File: src/rtl/sigma_tile_pkg.sv
// Shared sigma_tile definitions: tracer control bit positions, trace-controller
// CSR offsets and the trace-controller state type.
package sigma_tile_pkg;

  localparam int unsigned TRACE_EN_BIT    = 0;
  localparam int unsigned TRACE_FLUSH_BIT = 1;

  localparam logic [3:0] TRC_CSR_CTRL   = 4'h0;
  localparam logic [3:0] TRC_CSR_STATUS = 4'h4;
  localparam logic [3:0] TRC_CSR_CNT    = 4'h8;
  localparam logic [3:0] TRC_CSR_PTR    = 4'hC;

  typedef enum logic [2:0] {
    TRC_IDLE,
    TRC_FLUSH,
    TRC_D_REQ,
    TRC_D_WAIT,
    TRC_D_PUSH
  } trc_state_t;

endpackage

File: src/rtl/mem_trace_csr.sv
// CSR register file for the trace controller: EN, drain count, sticky status
// flags and FLUSH/DRAIN command decode.
module mem_trace_csr
  import sigma_tile_pkg::*;
#(
  parameter int unsigned CAPACITY = 256
) (
  input  logic                          clk,
  input  logic                          rst_n,
  input  logic                          csr_req,
  input  logic                          csr_we,
  input  logic [3:0]                    csr_addr,
  input  logic [31:0]                   csr_wdata,
  output logic                          csr_ack,
  output logic                          csr_resp,
  output logic [31:0]                   csr_rdata,
  input  logic                          busy_i,
  input  logic [$clog2(CAPACITY)-1:0]   drain_ptr_i,
  input  logic                          flush_done_set_i,
  input  logic                          drain_done_set_i,
  output logic                          en_o,
  output logic [$clog2(CAPACITY):0]     drain_cnt_o,
  output logic                          flush_cmd_o,
  output logic                          drain_cmd_o
);

  localparam int unsigned AW = $clog2(CAPACITY);
  localparam logic [AW:0] CNT_MAX = (AW+1)'(CAPACITY);

  logic          en_q, en_d;
  logic          flush_done_q, flush_done_d;
  logic          drain_done_q, drain_done_d;
  logic          cmd_err_q, cmd_err_d;
  logic [AW:0]   cnt_q, cnt_d;
  logic          resp_q, resp_d;
  logic [31:0]   rdata_q, rdata_d;

  logic wr, rd, wr_ctrl, wr_status, wr_cnt;
  logic cmd_flush, cmd_drain;

  assign csr_ack     = csr_req;
  assign csr_resp    = resp_q;
  assign csr_rdata   = rdata_q;
  assign en_o        = en_q;
  assign drain_cnt_o = cnt_q;

  always_comb begin
    wr        = csr_req & csr_we;
    rd        = csr_req & ~csr_we;
    wr_ctrl   = wr & (csr_addr == TRC_CSR_CTRL);
    wr_status = wr & (csr_addr == TRC_CSR_STATUS);
    wr_cnt    = wr & (csr_addr == TRC_CSR_CNT);
    cmd_flush = wr_ctrl & csr_wdata[1];
    cmd_drain = wr_ctrl & csr_wdata[2];

    // FLUSH takes priority over DRAIN; any command while busy, or both at once, is an error
    flush_cmd_o = cmd_flush & ~busy_i;
    drain_cmd_o = cmd_drain & ~cmd_flush & ~busy_i;

    en_d = en_q;
    if (wr_ctrl) en_d = csr_wdata[0];

    flush_done_d = flush_done_q;
    drain_done_d = drain_done_q;
    cmd_err_d    = cmd_err_q;
    if (wr_status) begin
      if (csr_wdata[1]) flush_done_d = 1'b0;
      if (csr_wdata[2]) drain_done_d = 1'b0;
      if (csr_wdata[3]) cmd_err_d    = 1'b0;
    end
    if (flush_done_set_i) flush_done_d = 1'b1;
    if (drain_done_set_i) drain_done_d = 1'b1;
    if (((cmd_flush | cmd_drain) & busy_i) | (cmd_flush & cmd_drain)) cmd_err_d = 1'b1;

    cnt_d = cnt_q;
    if (wr_cnt) begin
      if (csr_wdata == '0 || csr_wdata > 32'(CAPACITY)) cnt_d = CNT_MAX;
      else                                              cnt_d = csr_wdata[AW:0];
    end

    resp_d  = rd;
    rdata_d = '0;
    if (rd) begin
      case (csr_addr)
        TRC_CSR_CTRL:   rdata_d = {31'b0, en_q};
        TRC_CSR_STATUS: rdata_d = {28'b0, cmd_err_q, drain_done_q, flush_done_q, busy_i};
        TRC_CSR_CNT:    rdata_d = {{(31-AW){1'b0}}, cnt_q};
        TRC_CSR_PTR:    rdata_d = {{(32-AW){1'b0}}, drain_ptr_i};
        default:        rdata_d = '0;
      endcase
    end
  end

  always_ff @(posedge clk or negedge rst_n) begin
    if (!rst_n) begin
      en_q         <= 1'b0;
      flush_done_q <= 1'b0;
      drain_done_q <= 1'b0;
      cmd_err_q    <= 1'b0;
      cnt_q        <= CNT_MAX;
      resp_q       <= 1'b0;
      rdata_q      <= '0;
    end else begin
      en_q         <= en_d;
      flush_done_q <= flush_done_d;
      drain_done_q <= drain_done_d;
      cmd_err_q    <= cmd_err_d;
      cnt_q        <= cnt_d;
      resp_q       <= resp_d;
      rdata_q      <= rdata_d;
    end
  end

endmodule

File: src/rtl/mem_trace_ctrl.sv
// Trace buffer sequencer: drives the tracer control word (enable/flush) and drains
// captured entries through the tracer read port as an address/data/we word stream.
module mem_trace_ctrl
  import sigma_tile_pkg::*;
#(
  parameter int unsigned CAPACITY = 256
) (
  input  logic        clk,
  input  logic        rst_n,
  input  logic        csr_req,
  input  logic        csr_we,
  input  logic [3:0]  csr_addr,
  input  logic [31:0] csr_wdata,
  output logic        csr_ack,
  output logic        csr_resp,
  output logic [31:0] csr_rdata,
  output logic [3:0]  trace_ctrl_o,
  input  logic        trace_flush_end_i,
  output logic        trc_req,
  output logic [31:0] trc_addr,
  input  logic        trc_ack,
  input  logic        trc_resp,
  input  logic [31:0] trc_rdata,
  output logic        out_valid,
  input  logic        out_ready,
  output logic [31:0] out_data,
  output logic [1:0]  out_word,
  output logic        out_last
);

  localparam int unsigned AW = $clog2(CAPACITY);
  localparam logic [AW:0] CNT_ONE = (AW+1)'(1);
  localparam logic [AW-1:0] IDX_ONE = AW'(1);

  trc_state_t    state_q, state_d;
  logic [AW-1:0] i_q, i_d;
  logic [1:0]    w_q, w_d;
  logic [31:0]   data_q, data_d;
  logic [3:0]    trace_ctrl_q, trace_ctrl_d;

  logic          en, flush_cmd, drain_cmd, busy;
  logic          flush_done_set, drain_done_set;
  logic [AW:0]   drain_cnt;
  logic          is_last;

  mem_trace_csr #(
    .CAPACITY (CAPACITY)
  ) u_csr (
    .clk              (clk),
    .rst_n            (rst_n),
    .csr_req          (csr_req),
    .csr_we           (csr_we),
    .csr_addr         (csr_addr),
    .csr_wdata        (csr_wdata),
    .csr_ack          (csr_ack),
    .csr_resp         (csr_resp),
    .csr_rdata        (csr_rdata),
    .busy_i           (busy),
    .drain_ptr_i      (i_q),
    .flush_done_set_i (flush_done_set),
    .drain_done_set_i (drain_done_set),
    .en_o             (en),
    .drain_cnt_o      (drain_cnt),
    .flush_cmd_o      (flush_cmd),
    .drain_cmd_o      (drain_cmd)
  );

  assign busy      = (state_q != TRC_IDLE);
  assign is_last   = ({1'b0, i_q} == drain_cnt - CNT_ONE) && (w_q == 2'd2);
  assign trc_req   = (state_q == TRC_D_REQ);
  assign trc_addr  = trc_req ? {{(29-AW){1'b0}}, 1'b1, i_q, w_q} : '0;
  assign out_valid = (state_q == TRC_D_PUSH);
  assign out_data  = out_valid ? data_q : '0;
  assign out_word  = out_valid ? w_q : '0;
  assign out_last  = out_valid & is_last;
  assign trace_ctrl_o = trace_ctrl_q;

  always_comb begin
    state_d        = state_q;
    i_d            = i_q;
    w_d            = w_q;
    data_d         = data_q;
    flush_done_set = 1'b0;
    drain_done_set = 1'b0;

    case (state_q)
      TRC_IDLE: begin
        if (flush_cmd) begin
          state_d = TRC_FLUSH;
        end else if (drain_cmd) begin
          state_d = TRC_D_REQ;
          i_d     = '0;
          w_d     = '0;
        end
      end
      TRC_FLUSH: begin
        if (trace_flush_end_i) begin
          state_d        = TRC_IDLE;
          flush_done_set = 1'b1;
        end
      end
      TRC_D_REQ: begin
        if (trc_ack) state_d = TRC_D_WAIT;
      end
      TRC_D_WAIT: begin
        if (trc_resp) begin
          data_d  = trc_rdata;
          state_d = TRC_D_PUSH;
        end
      end
      TRC_D_PUSH: begin
        if (out_ready) begin
          if (w_q == 2'd2) begin
            w_d = '0;
            i_d = i_q + IDX_ONE;
          end else begin
            w_d = w_q + 2'd1;
          end
          if (is_last) begin
            state_d        = TRC_IDLE;
            drain_done_set = 1'b1;
          end else begin
            state_d = TRC_D_REQ;
          end
        end
      end
      default: state_d = TRC_IDLE;
    endcase

    trace_ctrl_d                  = '0;
    trace_ctrl_d[TRACE_EN_BIT]    = en & (state_q == TRC_IDLE);
    trace_ctrl_d[TRACE_FLUSH_BIT] = (state_q == TRC_FLUSH);
  end

  always_ff @(posedge clk or negedge rst_n) begin
    if (!rst_n) begin
      state_q      <= TRC_IDLE;
      i_q          <= '0;
      w_q          <= '0;
      data_q       <= '0;
      trace_ctrl_q <= '0;
    end else begin
      state_q      <= state_d;
      i_q          <= i_d;
      w_q          <= w_d;
      data_q       <= data_d;
      trace_ctrl_q <= trace_ctrl_d;
    end
  end

endmodule

File: config.mk
export PLATFORM = sky130hd
export DESIGN_NAME = mem_trace_ctrl
export DESIGN_NICKNAME = d
export VERILOG_FILES = /design/src/rtl/sigma_tile_pkg.sv /design/src/rtl/mem_trace_csr.sv /design/src/rtl/mem_trace_ctrl.sv
export SDC_FILE = /design/constraint.sdc
export NUM_CORES = 1
export LEC_CHECK = 0
export BUFFER_PORTS_ARGS = -buffer_cell sky130_fd_sc_hd__buf_2
export CAP_MARGIN = 20
export CORE_MARGIN = 3
export CORE_UTILIZATION = 43
export DETAILED_ROUTE_END_ITERATION = 6
export PLACE_DENSITY = 0.79
export SLEW_MARGIN = 40
export SYNTH_ARGS = -nofsm -noshare
export SYNTH_HDL_FRONTEND = slang
export SYNTH_SLANG_ARGS = --single-unit
File: constraint.sdc
create_clock -name clk -period 2.1 [get_ports clk]
set_clock_uncertainty 0.05 [all_clocks]
set_input_delay 0.105 -clock clk [delete_from_list [all_inputs] [get_ports clk]]
set_output_delay 0.105 -clock clk [all_outputs]
set_load 0.1 [all_outputs]
=== Yosys cells after proc, flatten, opt, wreduce, memory -nomap -nowiden ===
Cells that the tools add are included.

* Flip-flop bits (word level): 93
* Input port bits: 76
* Output and inout bits: 107
* Word-level logic and storage cells: 110

* Add/subtract/negate cells: 3
* Magnitude comparators: 1
* Equality and inequality tests: 17
* Mux-type cells: 38
* Bitwise logic cells: 19
* Reduce and logical (&&, ||, !) cells: 20

{| class="wikitable"
|+ Operators with widths
! cell !! count
|-
| 32-bit 2-to-1 mux || 2
|-
| 9-bit one-hot mux with 4 select lines || 1
|-
| 32-bit by 9-bit > comparator with 1-bit output (second input constant) || 1
|-
| 32-bit logical NOT || 1
|-
| 8-bit 2-to-1 mux || 4
|-
| 3-bit 2-to-1 mux || 6
|-
| 8-bit one-hot mux with 2 select lines || 1
|-
| 3-bit one-hot mux with 5 select lines || 1
|-
| 1-bit AND || 14
|-
| 1-bit 2-to-1 mux || 14
|-
| 2-bit nonzero test || 7
|-
| 2-bit 2-to-1 mux || 6
|-
| 11-bit 2-to-1 mux || 1
|-
| 5-bit AND reduction || 2
|-
| 8-bit by 9-bit == test with 1-bit output || 1
|-
| 9-bit 2-to-1 mux || 1
|-
| 9-bit by 1-bit subtractor with 9-bit output (second input constant) || 1
|-
| 8-bit by 1-bit adder with 8-bit output (second input constant) || 1
|-
| 4-bit == test (second input constant) || 2
|-
| 2-bit inequality test (second input constant) || 4
|-
| 2-bit AND reduction || 4
|-
| 3-bit by 2-bit == test with 1-bit output (second input constant) || 2
|-
| 2-bit by 1-bit inequality test with 1-bit output (second input constant) || 3
|-
| 4-bit by 3-bit == test with 1-bit output (second input constant) || 1
|-
| other kinds (14) || 17
|}

=== Longest topological paths before layout ===
* Word-level depth: 9
* Gate-level depth with buffers: 9
* Mapped depth without buffers: 7

=== Hierarchy ===
Synthesis repeated with hierarchy kept, for this count alone.

* Cells, all modules: 394
* Area, all modules: 4152.7 µm²

{| class="wikitable"
|+ Modules (own cells, without submodules)
! module !! instances !! cells an instance !! area an instance (µm²) !! seq. area each (µm²)
|-
| mem_trace_ctrl || 1 || 272 || 2812.7 || 1176.1
|-
| mem_trace_csr || 1 || 122 || 1340.0 || 576.8
|}

=== Least setup slack after synthesis ===
OpenSTA, ideal clock, no wires.

* Kind: flip-flop to output port
* Start point: register u_csr.cnt_q[0], in the netlist u_csr.drain_cnt_o[0]
* End point: output out_last
* Arrival time: 3.699 ns
* Required time: 1.945 ns
* Path slack: -1.754 ns
* Cell stages (with the launch flop): 9
* Path buffers: 1
* Cell sequence: dfrtp_1 > clkbuf_1 > inv_1 > ha_1 > and2_1 > o21a_1 > o31ai_1 > nand4_1 > nor3_1

* Word-level cells in the longest chain between the ends: 4

{| class="wikitable"
|+ Ends and longest elaborated chain
! what !! line !! text
|-
| start: declaration || mem_trace_csr.sv:34 || <nowiki>logic [AW:0] cnt_q, cnt_d;</nowiki>
|-
| start signal: assignment || mem_trace_csr.sv:108 || <nowiki>cnt_q <= cnt_d;</nowiki>
|-
| 9-bit by 1-bit subtractor with 9-bit output || mem_trace_ctrl.sv:69 || <nowiki>assign is_last = ({1'b0, i_q} == drain_cnt - CNT_ONE) && (w_q == 2'd2);</nowiki>
|-
| 8-bit by 9-bit == test with 1-bit output || mem_trace_ctrl.sv:69 ||
|-
| 1-bit logical AND || mem_trace_ctrl.sv:69 ||
|-
| 1-bit AND || mem_trace_ctrl.sv:75 || <nowiki>assign out_last = out_valid & is_last;</nowiki>
|-
| end: declaration || mem_trace_ctrl.sv:28 || <nowiki>output logic out_last</nowiki>
|}

No other way between the ends.

=== Worst setup path after layout ===
Ends and elaborated chain as after synthesis.

==> metrics.csv <==
stage,metric,value,unit
status,status,finished with violations,
status,failing checks,negative setup slack,
worst_setup_path,critical path class,reg -> out,
worst_setup_path,Worst Path Arrival,2.25,ns
floorplanning,die height,103.6,µm
worst_setup_path,Worst Reg2Reg Path Length in Cells,9,
drt,DR iter-0 viols,217,
drt,Initial DRT Pass Iterations,7,
timing,Tmin final,2.407,ns
power_and_ir_drop,Peak VDD IR,0.0005277,V
logic_synthesis,Synth top area share,42.12,%
cts,root buffer cell,clkbuf_8,
floorplanning,Die X,103.6,µm
worst_setup_path,worst-path maximum fanout,2,
logic_synthesis,Syn Area/Cell,10.25,µm²
timing,Final setup viols,2,
power_and_ir_drop,Seq pwr share,36.7,%
finish,layout cells sized above 1,46.89,%
finish,Total Nets Final,668,
global_routing,first-pass GRT wire length,21270,µm
cts,H-tree levels,3,
logic_synthesis,"Seq/Total Area, Yosys",42.77,%
placed_design,placed cells,654,
placed_design,PortBufs,136,
power_and_ir_drop,P_leak,3.056,nW
logic_synthesis,number of library cell types mapped by synthesis,56,
worst_hold_path,hold path cells,2,
logic_synthesis,post-synthesis cell count,400,
power_and_ir_drop,Clock Power Share,23.0,%
global_routing,met1 Usage GRT,26.42,%
worst_hold_path,Hold Path Class,in -> reg,
placed_design,Place WS,-0.02282,ns
flow_run,max_cap viols,0,
global_routing,grt peak-use layer,met2,
logic_synthesis,"Top FF cell, synth",dfrtp_1,
global_routing,gr usage total,24.45,%
timing,setup ws final,-0.3075,ns
placed_design,Placed Area,0.005540,mm²
cts,clock latency on the worst-skew pair,0.35,ns
placed_design,DP Wirelength,8414,µm
worst_setup_path,R2R Setup Slk,-0.13,ns
power_and_ir_drop,sw power,2.125,mW
logic_synthesis,Synthesis Warnings,0,
global_routing,vias in the first global route,4101,
logic_synthesis,Post-synth EDFFs,0,
timing,Fin. Hold Viols,0,
drt,Vias/cell,5.237,
cts,CTS buffer count,9,
worst_setup_path,CP required,1.95,ns
floorplanning,IO Pins,183,
logic_synthesis,#FFs+latches synth,70,
placed_design,GP Congestion,0.8687,
floorplanning,FP Rows,34,
timing,relative slew slack,59.90,%
global_routing,initial antenna violation count,0,
finish,n_diodes,0,
cts,clk buf depth,2,
worst_setup_path,Critical Path Max Stage Delay,0.39,ns
power_and_ir_drop,Cell Pwr Density,815.5,mW/mm²
timing,Slew @ Worst Pin,0.6015,ns
logic_synthesis,Synth area leaders,"dfrtp_1 42%, mux2_2 9.9%, buf_4 8.8%",
worst_setup_path,CP Capture Type,output pin,
global_routing,grt total ovfl,0,
finish,"Design Area, Final",0.006379,mm²
drt,Routed Wire Length,13250,µm
timing,fin. max-slew vios,0,
finish,fill cell total of the finished layout,573,
logic_synthesis,Synth Cell Area,0.004099,mm²
power_and_ir_drop,Internal,3.077,mW
timing,Worst Hold Margin,0.01206,ns
cts,clock tree from TritonCTS,yes,
global_routing,GRT met3 Usage,10.07,%
floorplanning,DIE AREA,0.01074,mm²
logic_synthesis,"area leader, netlist",dfrtp_1,
power_and_ir_drop,Logic pwr share,40.3,%
worst_setup_path,"Slowest-stage cell, CP",dfrtp_1,
timing,period utilization,114.6,%
drt,post-route ant nets,0,
global_routing,GR Util met2,42.71,%
cts,sinks on the clock net,70,
power_and_ir_drop,switch share,40.85,%
floorplanning,Starting Density,45.66,%
power_and_ir_drop,Total Power,5.202,mW
drt,drt wl/cell,18.38,µm
global_routing,largest net degree at the start of global routing,48,
drt,vias,3776,
drt,Remaining DRCs,0,
cts,"CTS clk-pin slew, worst paths",0.09,ns
floorplanning,CORE AREA,0.008976,mm²
timing,Peak Freq,0.4154,GHz
worst_setup_path,critical-path cell list,inv_2 -> ha_4 -> xor2_2 -> o211ai_1 -> a211oi_2 -> nand4_1 -> nor3_4 -> buf_12,
finish,Layout Cells excl Fill,721,
finish,"Area growth, synth to finish",55.62,%
worst_setup_path,CP Launch Type,register,
logic_synthesis,fraction of registers with async set/reset,100.0,%
timing,RSZ-0062 raised after global routing,true,
## cell families (layout without fill, tap and decap cells)
family	after synthesis	after routing	share of synthesized area [%]
buffers and inverters	77	227	11.84
XOR/XNOR	11	11	2.350
AO/OA/AOI/OAI	57	57	10.13
AND/OR/NAND/NOR	139	139	20.21
flip-flops	70	70	42.77
multiplexers	42	42	11.75
adder cells (fa/ha/maj)	3	3	0.8546
other	1	46	0.09149
## power groups by stage
stage,sequential (mW),combinational (mW),clock [mW]
after floorplan,1.93,1.51,0
after global placement,1.87,1.90,0
after detailed placement,1.90,1.96,0
after CTS,1.88,2.04,1.20
after global routing,1.94,2.21,1.27
final,1.91,2.10,1.20
## layout by cell type (no fill, tap or decap), types with 4 or more instances in the layout
cell / instances
a21oi_1: 9
a22o_1: 13
a22oi_1: 4
and2_1: 15
and2_2: 28
and3_1: 4
buf_12: 48
buf_2: 89
buf_4: 25
clkbuf_8: 12
conb_1: 46
dfrtp_1: 67
dlygate4sd3_1: 40
inv_1: 4
mux2_2: 36
mux2i_1: 5
nand2_1: 17
nand3_1: 6
nand4_1: 5
nor2_1: 17
nor2b_1: 6
nor4_1: 8
o31ai_1: 4
or4_1: 4
xnor2_1: 4
xor2_1: 5
## what timing repair did
item,CTS,global route
setup buffers,8,2
gates resized for setup,18,13
hold endpoints to repair,62,0
cloned,0,1
hold buffers,40,0
pin swaps,5,4
endpoints found under the setup margin,37,50
## per-layer routing
layer,up-vias,routed length [µm]
met4,0,458
met1,1829,4628
li1,1681,-
met2,221,6697
met3,45,1466
met5,-,0
## area by class of cell
class                           count  area (µm²)  area share [%]
Timing Repair Buffer              204        2031           31.84
Multi-Input combinational cell    298        2191           34.35
Tap cell                          126       157.7           2.472
Inverter                            7       26.28          0.4119
Clock inverter                      4       52.55          0.8239
Sequential cell                    70        1755           27.52
Clock buffer                       12       165.2           2.589
## registers in the layout, summed over array words and instances, names as in the netlist
name / count
u_csr.csr_rdata: 9
data_q: 32
u_csr.en_o: 1
u_csr.drain_done_q: 1
state_q: 3
w_q: 2
u_csr.csr_resp: 1
u_csr.cmd_err_q: 1
i_q: 8
u_csr.flush_done_q: 1
u_csr.drain_cnt_o: 9
trace_ctrl_o: 2
## worst max-delay path, delay by kind of cell, from the launching register on
| family | cells | cell delay (ns) |
|---|---|---|
| simple gates | 2 | 0.43 |
| compound gates | 2 | 0.36 |
| flops | 1 | 0.39 |
| fa+ha+maj | 1 | 0.28 |
| buf+inv | 2 | 0.27 |
| xor+xnor | 1 | 0.16 |
## through the flow
stage               utilization, %  TNS (ns)
finish                       71.06   -0.4340
CTS                          70.03   -0.2776
detailed placement           61.72  -0.02282
global placement             61.72         0
global route                 71.06   -0.6020
floorplan                        -   -0.5710
## worst paths after layout
check | start | endpoint
max | u_csr.drain_cnt_o[0]$_DFFE_PN0P_ | out_last
min | csr_wdata[2] | u_csr.drain_cnt_o[2]$_DFFE_PN0P_
max reg2reg | u_csr.drain_cnt_o[0]$_DFFE_PN0P_ | u_csr.drain_done_q$_DFFE_PN0P_
min reg2reg | data_q[4]$_DFFE_PN0P_ | data_q[4]$_DFFE_PN0P_
max in group asynchronous | rst_n | data_q[16]$_DFFE_PN0P_
min in group asynchronous | rst_n | u_csr.drain_cnt_o[7]$_DFFE_PN0P_
## synthesized netlist by cell type (all sizes together), types with 5 or more instances
cell type,n
nand3,6
and2,46
nand4,5
mux2,36
nor2,20
nor3,8
buf,51
o31ai,6
clkbuf,19
dfrtp,69
a22o,13
nor4,10
inv,7
nand2,17
xor2,7
a21oi,11
nor2b,6
mux2i,5
No activity file was read; power rests on OpenSTA's default activity.
